$ cat config.mk
export PLATFORM = sky130hd
export DESIGN_NAME = i2c_txn_sequencer
export DESIGN_NICKNAME = d
export VERILOG_FILES = /design/src/rtl/i2c_txn_sequencer.sv
export SDC_FILE = /design/constraint.sdc
export NUM_CORES = 1
export LEC_CHECK = 0
export CORE_MARGIN = 2
export CORE_UTILIZATION = 38
export CTS_CLUSTER_SIZE = 30
export DETAILED_ROUTE_END_ITERATION = 10
export PLACE_DENSITY = 0.78
export RECOVER_POWER = 25
export REMOVE_ABC_BUFFERS = 1
export SYNTH_ARGS = -nofsm -noshare
export SYNTH_HDL_FRONTEND = slang
export SYNTH_SLANG_ARGS = --single-unit
$ cat constraint.sdc
create_clock -name clk -period 1.6 [get_ports clk]
set_input_delay 0.16 -clock clk [delete_from_list [all_inputs] [get_ports clk]]
set_output_delay 0.16 -clock clk [all_outputs]
set_load 0.03 [all_outputs]
$ cat src/rtl/i2c_txn_sequencer.sv
// Round-robin scheduler that lets NUM_REQ clients share one byte-level I2C master
// engine, expanding each granted transaction into START/ADDR/DATA/STOP commands.
module i2c_txn_sequencer #(
  parameter int NUM_REQ        = 4,
  parameter int I2C_ADDR_WIDTH = 7,
  parameter int I2C_DATA_WIDTH = 8,
  parameter int LEN_WIDTH      = 8
) (
  input  logic                               clk,
  input  logic                               rst_n,
  input  logic [NUM_REQ-1:0]                 req,
  input  logic [NUM_REQ*I2C_ADDR_WIDTH-1:0]  req_addr,
  input  logic [NUM_REQ-1:0]                 req_rw,
  input  logic [NUM_REQ*LEN_WIDTH-1:0]       req_len,
  input  logic [NUM_REQ*I2C_DATA_WIDTH-1:0]  req_wdata,
  output logic [NUM_REQ-1:0]                 gnt,
  output logic                               wnext,
  output logic [I2C_DATA_WIDTH-1:0]          rdata,
  output logic                               rvalid,
  output logic                               done,
  output logic [1:0]                         err,
  output logic                               cmd_valid,
  input  logic                               cmd_ready,
  output logic [2:0]                         cmd_op,
  output logic [I2C_DATA_WIDTH-1:0]          cmd_data,
  input  logic                               rsp_valid,
  input  logic                               rsp_nak,
  input  logic                               rsp_al,
  input  logic [I2C_DATA_WIDTH-1:0]          rsp_data
);

  localparam int IDX_W = $clog2(NUM_REQ);

  localparam logic [2:0] OP_START    = 3'd0;
  localparam logic [2:0] OP_STOP     = 3'd1;
  localparam logic [2:0] OP_WRITE    = 3'd2;
  localparam logic [2:0] OP_READ_ACK = 3'd3;
  localparam logic [2:0] OP_READ_NAK = 3'd4;

  localparam logic [1:0] ERR_OK       = 2'd0;
  localparam logic [1:0] ERR_ADDR_NAK = 2'd1;
  localparam logic [1:0] ERR_DATA_NAK = 2'd2;
  localparam logic [1:0] ERR_ARB_LOST = 2'd3;

  typedef enum logic [3:0] {
    S_IDLE,
    S_START_ISS, S_START_WAIT,
    S_ADDR_ISS,  S_ADDR_WAIT,
    S_DATA_ISS,  S_DATA_WAIT,
    S_STOP_ISS,  S_STOP_WAIT,
    S_DONE
  } state_t;

  state_t                      state_q, state_d;
  logic [IDX_W-1:0]            ptr_q;
  logic [IDX_W-1:0]            owner_q;
  logic [IDX_W-1:0]            owner_inc;
  logic [NUM_REQ-1:0]          gnt_q;
  logic [1:0]                  err_q, err_d;
  logic [LEN_WIDTH-1:0]        cnt_q, cnt_d;
  logic [I2C_ADDR_WIDTH-1:0]   addr_q;
  logic                        rw_q;
  logic [LEN_WIDTH-1:0]        len_q;
  logic [I2C_DATA_WIDTH-1:0]   rdata_q;
  logic                        rvalid_q;
  logic                        grant_go;
  logic                        rd_take;
  logic                        win_found;
  logic [IDX_W-1:0]            win_idx;
  logic [IDX_W:0]              cand;
  logic [I2C_DATA_WIDTH-1:0]   addr_byte;
  logic [I2C_DATA_WIDTH-1:0]   owner_wdata;

  // Search starts at the round-robin pointer and wraps past NUM_REQ-1.
  always_comb begin
    win_found = 1'b0;
    win_idx   = '0;
    cand      = '0;
    for (int i = 0; i < NUM_REQ; i++) begin
      cand = {1'b0, ptr_q} + (IDX_W+1)'(i);
      if (cand >= (IDX_W+1)'(NUM_REQ)) cand = cand - (IDX_W+1)'(NUM_REQ);
      if (!win_found && req[cand[IDX_W-1:0]]) begin
        win_found = 1'b1;
        win_idx   = cand[IDX_W-1:0];
      end
    end
  end

  assign owner_inc   = (owner_q == IDX_W'(NUM_REQ-1)) ? '0 : owner_q + 1'b1;
  assign addr_byte   = I2C_DATA_WIDTH'({addr_q, rw_q});
  assign owner_wdata = req_wdata[owner_q*I2C_DATA_WIDTH +: I2C_DATA_WIDTH];

  always_comb begin
    state_d   = state_q;
    err_d     = err_q;
    cnt_d     = cnt_q;
    grant_go  = 1'b0;
    rd_take   = 1'b0;
    wnext     = 1'b0;
    cmd_valid = 1'b0;
    cmd_op    = OP_START;
    cmd_data  = '0;
    unique case (state_q)
      S_IDLE: begin
        if (win_found) begin
          grant_go = 1'b1;
          err_d    = ERR_OK;
          state_d  = S_START_ISS;
        end
      end
      S_START_ISS: begin
        cmd_valid = 1'b1;
        cmd_op    = OP_START;
        if (cmd_ready) state_d = S_START_WAIT;
      end
      S_START_WAIT: begin
        if (rsp_al) begin
          err_d   = ERR_ARB_LOST;
          state_d = S_DONE;
        end else if (rsp_valid) begin
          state_d = S_ADDR_ISS;
        end
      end
      S_ADDR_ISS: begin
        cmd_valid = 1'b1;
        cmd_op    = OP_WRITE;
        cmd_data  = addr_byte;
        if (cmd_ready) state_d = S_ADDR_WAIT;
      end
      S_ADDR_WAIT: begin
        if (rsp_al) begin
          err_d   = ERR_ARB_LOST;
          state_d = S_DONE;
        end else if (rsp_valid) begin
          if (rsp_nak) begin
            err_d   = ERR_ADDR_NAK;
            state_d = S_STOP_ISS;
          end else if (len_q == '0) begin
            state_d = S_STOP_ISS;
          end else begin
            cnt_d   = len_q;
            state_d = S_DATA_ISS;
          end
        end
      end
      S_DATA_ISS: begin
        cmd_valid = 1'b1;
        if (rw_q) begin
          cmd_op = (cnt_q > LEN_WIDTH'(1)) ? OP_READ_ACK : OP_READ_NAK;
        end else begin
          cmd_op   = OP_WRITE;
          cmd_data = owner_wdata;
        end
        if (cmd_ready) state_d = S_DATA_WAIT;
      end
      S_DATA_WAIT: begin
        if (rsp_al) begin
          err_d   = ERR_ARB_LOST;
          state_d = S_DONE;
        end else if (rsp_valid) begin
          cnt_d = cnt_q - 1'b1;
          if (rw_q) begin
            rd_take = 1'b1;
            state_d = (cnt_q == LEN_WIDTH'(1)) ? S_STOP_ISS : S_DATA_ISS;
          end else begin
            wnext = 1'b1;
            if (rsp_nak) begin
              err_d   = ERR_DATA_NAK;
              state_d = S_STOP_ISS;
            end else begin
              state_d = (cnt_q == LEN_WIDTH'(1)) ? S_STOP_ISS : S_DATA_ISS;
            end
          end
        end
      end
      S_STOP_ISS: begin
        cmd_valid = 1'b1;
        cmd_op    = OP_STOP;
        if (cmd_ready) state_d = S_STOP_WAIT;
      end
      S_STOP_WAIT: begin
        if (rsp_al) begin
          err_d   = ERR_ARB_LOST;
          state_d = S_DONE;
        end else if (rsp_valid) begin
          state_d = S_DONE;
        end
      end
      S_DONE: state_d = S_IDLE;
      default: state_d = S_IDLE;
    endcase
  end

  // Control and status registers; gnt drops on the edge that enters DONE.
  always_ff @(posedge clk or negedge rst_n) begin
    if (!rst_n) begin
      state_q  <= S_IDLE;
      ptr_q    <= '0;
      owner_q  <= '0;
      gnt_q    <= '0;
      err_q    <= ERR_OK;
      rvalid_q <= 1'b0;
      rdata_q  <= '0;
    end else begin
      state_q  <= state_d;
      err_q    <= err_d;
      rvalid_q <= rd_take;
      if (rd_take) rdata_q <= rsp_data;
      if (grant_go) begin
        owner_q <= win_idx;
        gnt_q   <= {{(NUM_REQ-1){1'b0}}, 1'b1} << win_idx;
      end else if (state_d == S_DONE) begin
        gnt_q <= '0;
      end
      if (state_q == S_DONE) ptr_q <= owner_inc;
    end
  end

  // Owner request fields are captured once at grant and ignored afterwards.
  always_ff @(posedge clk) begin
    if (grant_go) begin
      addr_q <= req_addr[win_idx*I2C_ADDR_WIDTH +: I2C_ADDR_WIDTH];
      rw_q   <= req_rw[win_idx];
      len_q  <= req_len[win_idx*LEN_WIDTH +: LEN_WIDTH];
    end
    cnt_q <= cnt_d;
  end

  assign gnt    = gnt_q;
  assign rdata  = rdata_q;
  assign rvalid = rvalid_q;
  assign done   = (state_q == S_DONE);
  assign err    = (state_q == S_DONE) ? err_q : ERR_OK;

endmodule

==> flow_metrics.env, run 1 <==
export IMPL_fin_area_um2=5820
export IMPL_fin_ws_ns=-0.421
export IMPL_cts_tree="done"
export IMPL_die_area_um2=8770
export IMPL_synth_edff_count=24
export IMPL_reg2reg_from="cnt_q[4]"
export IMPL_synthArstFlopShare_pct=48.9
export IMPL_drc=0
export IMPL_grt_met2_usage_pct=44.6
export IMPL_holdWs_ns=0.409
export IMPL_dr_pass1_iters=4
export IMPL_n_antenna_cell=0
export IMPL_total_power_mw=8.51
export IMPL_end_kind="output pin"
export IMPL_cts_sinks=47
export IMPL_hold_path_class="in -> async"
export IMPL_synth_area_um2=3050
export IMPL_crit_path_start_kind="flop"
export IMPL_outcome="finished with violations"
export IMPL_setup_worst_path_start="cnt_q[4]"
export IMPL_skew_ns=0.00625
export IMPL_grt_pass1_wl_um=15500
export IMPL_grt_pass1_vias=3185
export IMPL_die_h_um=93.7
export IMPL_crit_chain="or3_4 -> nor4_4 -> buf_4 -> o21ai_2 -> a21oi_2 -> nor3b_2 -> buf_4"
export IMPL_met1_usage_pct=25.6
export IMPL_max_stage_delay_ns=0.42
export IMPL_grt_busiest_layer="met2"
export IMPL_root_buffer="clkbuf_8"
export IMPL_numCtsBuffers=5
export IMPL_fin_setup_tns_ns=-11.88
export IMPL_ys_seq_area_share_pct=42.4
export IMPL_layout_min_cycle_time_ns=2.02
export IMPL_wl_um=10600
export IMPL_drive_above_1_share_pct=36.9
export IMPL_worst_ep_required_time_ns=1.44
export IMPL_die_w_um=93.7
export IMPL_grt_max_degree=24
export IMPL_vias_per_cell=5.23
export IMPL_powerDensity_nw_per_um2=1460
export IMPL_dpl_hpwl_um=7280
export IMPL_arrival_ns=1.86
export IMPL_tightest_slew_ns=0.577
export IMPL_postRouteAntennaNets=0
export IMPL_syn_area_per_cell_um2=11.4
export IMPL_rrSetupSlack_ns=-0.33
export IMPL_rows=32
export IMPL_max_clock_path_buffers=2
export IMPL_place_area_um2=4990
export IMPL_clkTransAtPathRegs_ns=0.09
export IMPL_syn_to_final_growth_pct=90.4
export IMPL_post_drt_wl_per_cell_um=18.1
export IMPL_worst_path_max_delay_cell="or3_4"
export IMPL_period_share_pct=126
export IMPL_ys_warn_count=0
export IMPL_p_leak_nw=2.42
export IMPL_slew_violations=0
export IMPL_io_pins=143
export IMPL_rsz0062_at_grt="yes"
export IMPL_grtUsageMet3_pct=5.06
export IMPL_htree_levels=2
export IMPL_cp_common_cell="buf_4"
export IMPL_violations="negative setup slack"
export IMPL_antenna_found_initial=0
export IMPL_syn_instance_count=269
export IMPL_io_buffers=142
export IMPL_nets=601
export IMPL_peakVddDrop_mv=0.699
export IMPL_drt_initial_drc_count=154
export IMPL_max_freq_mhz=495
export IMPL_crit_type="reg -> out"
export IMPL_overflow=0
export IMPL_finalHoldViolCount=0
export IMPL_finalWeightedCongestion=0.870
export IMPL_fp_coreArea_um2=7770
export IMPL_synthFlopType="edfxtp_1"
export IMPL_insertion_delay_ns=0.30
export IMPL_grt_usage_pct=23.3
export IMPL_synth_distinct_cells=52
export IMPL_num_vias=3070
export IMPL_ys_ff_latch=47
export IMPL_finalSetupViolCount=67
export IMPL_maxCapViolations=0
export IMPL_start_util_pct=39.3
export IMPL_cp_max_fo=2
export IMPL_max_slew_margin_pct=61.5
==> worst max-delay path: cells and delay by family, from the launching register on <==
family	cells	cell delay (ns)
AND/OR/NAND/NOR	3	0.65
buffers and inverters	2	0.32
flip-flops	1	0.40
AO/OA/AOI/OAI	2	0.19
==> final timing paths <==
path,end,depth (start not counted)
max,cmd_op[0],7
min,rdata[5],2
max reg2reg,cnt_q[7],6
min reg2reg,gnt[1],1
max in group asynchronous,state_q[3],2
min in group clk,rdata[1],2
==> cell type report <==
type / instances / area, um^2
repair buffers: 225 / 2310
fillers: 536 / 1950
multi-input cells: 197 / 1940
flip-flops and latches: 47 / 1300
well taps: 102 / 128
clock buffers: 5 / 68.8
clock inverters: 3 / 38.8
inverters: 8 / 30.0
==> flip-flops by register name, indices dropped and copies added (netlist names), 2 cells and up <==
name / cells
owner_q: 2
len_q: 8
state_q: 4
rdata: 8
err_q: 2
gnt: 4
ptr_q: 2
addr_q: 7
cnt_q: 8
==> cell usage in the layout, fill, tap and decap left out, types with 3 or more instances in the layout <==
cell and n:
inv_1 8, buf_4 54, xnor2_1 3, mux2_2 8
nand2_1 13, clkdlybuf4s50_1 125, edfxtp_1 24, mux2i_1 45
mux2_4 4, buf_16 4, dfrtp_2 4, buf_12 10
mux2i_2 4, buf_6 28, o21ai_0 7, ha_1 3
clkbuf_8 5, a21oi_1 9, nand2b_4 5, o21ai_1 4
dfrtp_1 19, mux4_2 8, nor2_1 8, nor2b_4 3
a22o_1 9, nor3_1 4
==> Yosys cell counts, drive strengths merged (4+ instances only) <==
| master | instances | area share (%) |
|---|---|---|
| mux2i | 49 | 16 |
| edfxtp | 24 | 24 |
| dfrtp | 23 | 19 |
| nand2 | 15 | 1.8 |
| buf | 14 | 3.0 |
| o21ai | 13 | 2.1 |
| a21oi | 12 | 2.0 |
| mux2 | 12 | 4.4 |
| nor2 | 12 | 1.5 |
| a22o | 9 | 2.6 |
| inv | 8 | 0.98 |
| mux4 | 8 | 5.9 |
| nand2b | 8 | 1.6 |
| nor3 | 7 | 1.3 |
| nor4 | 5 | 1.0 |
| clkbuf | 4 | 0.49 |
| xnor2 | 4 | 1.1 |
==> timing repair <==
action                                  CTS  global route
pin swaps                                15            19
cloned                                    5             1
gates resized for setup                  61            43
endpoints found under the setup margin   73            69
hold buffers                              0             0
setup buffers                            15            10
endpoints found under the hold margin     0             0
==> logic make-up after synthesis <==
logic type | share of synthesized area [%]
mux | 26.4
simple gates | 12.0
compound gates | 11.5
flops | 42.4
buf+inv | 4.47
xor+xnor | 2.01
fa+ha+maj | 1.23
==> routing by layer <==
layer  up-vias  part of all wire (%)
met5         -                     0
met4         0                   2.3
met3        23                   6.8
met2       140                    54
met1      1468                    37
li1       1439                     -
==> power breakdown <==
group / total, mW / switching, mW / internal (mW)
clock: 0.857 / 0.399 / 0.458
sequential: 2.22 / 0.381 / 1.83
combinational: 5.43 / 2.41 / 3.03
==> per-stage QoR <==
stage	setup WS, ns	utilization [%]	std cells
detailed placement	-0.630	64.2	551
global route	-0.502	74.9	587
finish	-0.421	74.9	587
CTS	-0.465	71.7	578
floorplan	-1.62	-	251
global placement	-0.537	64.2	551
(Power assumes the default switching activity.)
==> inputs of run 2 (changes only) <==
--- a/config.mk
+++ b/config.mk
@@ -5,11 +5,13 @@
 export SDC_FILE = /design/constraint.sdc
 export NUM_CORES = 1
 export LEC_CHECK = 0
+export CELL_PAD_IN_SITES_DETAIL_PLACEMENT = 0
+export CELL_PAD_IN_SITES_GLOBAL_PLACEMENT = 1
 export CORE_MARGIN = 2
-export CORE_UTILIZATION = 38
+export CORE_UTILIZATION = 28
 export CTS_CLUSTER_SIZE = 30
 export DETAILED_ROUTE_END_ITERATION = 10
-export PLACE_DENSITY = 0.78
+export PLACE_DENSITY_LB_ADDON = 0.1
 export RECOVER_POWER = 25
 export REMOVE_ABC_BUFFERS = 1
 export SYNTH_ARGS = -nofsm -noshare
==> flow_metrics.env, run 2 (synthesized netlist as in run 1, its figures left out) <==
export IMPL_powerDensity_nw_per_um2=1460
export IMPL_fin_area_um2=5980
export IMPL_start_util_pct=28.4
export IMPL_post_drt_wl_per_cell_um=16.9
export IMPL_violations="negative setup slack"
export IMPL_max_clock_path_buffers=2
export IMPL_tightest_slew_ns=0.576
export IMPL_drt_initial_drc_count=74
export IMPL_timing_rr_end="cnt_q[7]"
export IMPL_r2r_cells=7
export IMPL_utilization_pct=55.6
export IMPL_insertion_delay_ns=0.30
export IMPL_dr_pass1_iters=4
export IMPL_skew_ns=0.00668
export IMPL_max_freq_mhz=452
export IMPL_max_stage_delay_ns=0.42
export IMPL_final_cells=638
export IMPL_final_common_cell="clkdlybuf4s50_1"
export IMPL_cp_max_fo=3
export IMPL_swShare_pct=37.1
export IMPL_postRouteAntennaNets=0
export IMPL_overflow=0
export IMPL_vias_per_cell=4.86
export IMPL_drive_above_1_share_pct=37.6
export IMPL_p_switching_mw=3.22
export IMPL_finalWeightedCongestion=0.843
export IMPL_fp_coreArea_um2=10700
export IMPL_die_h_um=108
export IMPL_maxCapViolations=0
export IMPL_hold_path_class="in -> async"
export IMPL_layout_common_cells="clkdlybuf4s50_1 (124), buf_4 (58), mux2i_1 (44), buf_6 (37), edfxtp_1 (24)"
export IMPL_clkPwrFrac_pct=9.1
export IMPL_worst_path_max_delay_cell="or3_4"
export IMPL_dpl_hpwl_um=7450
export IMPL_root_buffer="clkbuf_8"
export IMPL_p_leak_nw=2.50
export IMPL_end_kind="output pin"
export IMPL_cp_common_cell="buf_4"
export IMPL_total_power_mw=8.70
export IMPL_seq_power_share_pct=24.7
export IMPL_crit_family="simple AND/OR/NAND/NOR gates"
export IMPL_pre_cts_ws_ns=-0.436
export IMPL_grt_pass1_vias=3394
export IMPL_worst_ep_required_time_ns=1.44
export IMPL_outcome="finished with violations"
export IMPL_post_place_cells=594
export IMPL_crit_type="reg -> out"
export IMPL_pwr_share_comb_pct=66.2
export IMPL_place_area_um2=5050
export IMPL_numCtsBuffers=5
export IMPL_holdWs_ns=0.379
export IMPL_clkTransAtPathRegs_ns=0.10
export IMPL_n_antenna_cell=0
export IMPL_layout_min_cycle_time_ns=2.21
export IMPL_critical_path_buf_inv_count=3
export IMPL_grt_usage_pct=18.6
export IMPL_slew_violations=0
export IMPL_nets=614
export IMPL_crit_path_start_kind="flop"
export IMPL_peakVddDrop_mv=0.557
export IMPL_wl_um=10800
export IMPL_crit_chain="or3_4 -> nor4_4 -> buf_4 -> o211ai_1 -> nor3_2 -> buf_4 -> buf_12"
export IMPL_grt_pass1_wl_um=16600
export IMPL_io_pins=143
export IMPL_num_vias=3098
export IMPL_grt_max_degree=24
export IMPL_rrSetupSlack_ns=-0.54
export IMPL_rows=38
export IMPL_cts_tree="done"
export IMPL_fin_setup_tns_ns=-12.28
export IMPL_antenna_found_initial=0
export IMPL_finalHoldViolCount=0
export IMPL_ctsHoldBuffers=0
export IMPL_reg2reg_from="cnt_q[2]"
export IMPL_syn_to_final_growth_pct=95.7
export IMPL_arrival_ns=2.05
export IMPL_io_buffers=142
export IMPL_htree_levels=2
export IMPL_rsz0062_at_grt="yes"
export IMPL_fin_ws_ns=-0.610
export IMPL_p_int_mw=5.47
export IMPL_finalSetupViolCount=75
export IMPL_die_area_um2=11800
export IMPL_max_slew_margin_pct=61.6
export IMPL_drc=0
export IMPL_cts_sinks=47
export IMPL_period_share_pct=138
export IMPL_die_w_um=108
## run 2: changes by cell type in the layout (fill, tap and decap cells not counted), moves of 3 or more
cell,change
buf_8,+4
buf_6,+9
buf_12,-3
buf_4,+4
## run 2: power by group through the flow
stage	Sequential (mW)	Clock, mW	Combinational, mW
final	2.15	0.793	5.75
after global routing	2.20	0.859	6.12
after CTS	2.13	0.815	5.58
after detailed placement	2.12	0	4.07
after global placement	2.12	0	4.04
after floorplan	2.36	0	1.89
## run 2: worst max-delay path by stage
stage / start / to / slack (ns) / cells past startpoint
finish: cnt_q[2] / cmd_op[2] / -0.61 / 7
detailed placement: cnt_q[4] / cmd_op[2] / -0.44 / 7
global route: cnt_q[2] / cmd_op[2] / -0.74 / 7
floorplan: ptr_q[1] / addr_q[0] / -1.62 / 4
CTS: cnt_q[2] / cmd_op[2] / -0.64 / 7
global placement: req[0] / len_q[6] / -0.35 / 7
## run 2: cell type report
class | instances | area, um^2
repair buffers | 239 | 2490
well taps | 140 | 175
fillers | 967 | 4770
flip-flops and latches | 47 | 1300
multi-input cells | 196 | 1890
clock buffers | 6 | 82.6
inverters | 8 | 30.0
clock inverters | 2 | 16.3
## run 2: timing repair
item | CTS | global route
endpoints found under the setup margin | 70 | 78
pin swaps | 20 | 17
gates cloned | 8 | 0
gates resized for setup | 75 | 37
setup buffers | 28 | 7
## run 2: metal layers
metal  track usage [%]  up-vias  share of wire [%]
li1                  -     1479                  -
met1              19.9     1493                 39
met2              35.1      111                 52
met3              4.52       15                6.4
met4              6.32        0                2.4
met5                 0        -                  0
==> inputs of run 3 (changes only) <==
--- a/config.mk
+++ b/config.mk
@@ -5,6 +5,7 @@
 export SDC_FILE = /design/constraint.sdc
 export NUM_CORES = 1
 export LEC_CHECK = 0
+export ABC_CLOCK_PERIOD_IN_PS = 1600
 export CELL_PAD_IN_SITES_DETAIL_PLACEMENT = 0
 export CELL_PAD_IN_SITES_GLOBAL_PLACEMENT = 1
 export CORE_MARGIN = 2
==> results of run 3 <==
Final layout, timing and power as in run 2 (identical DEF).
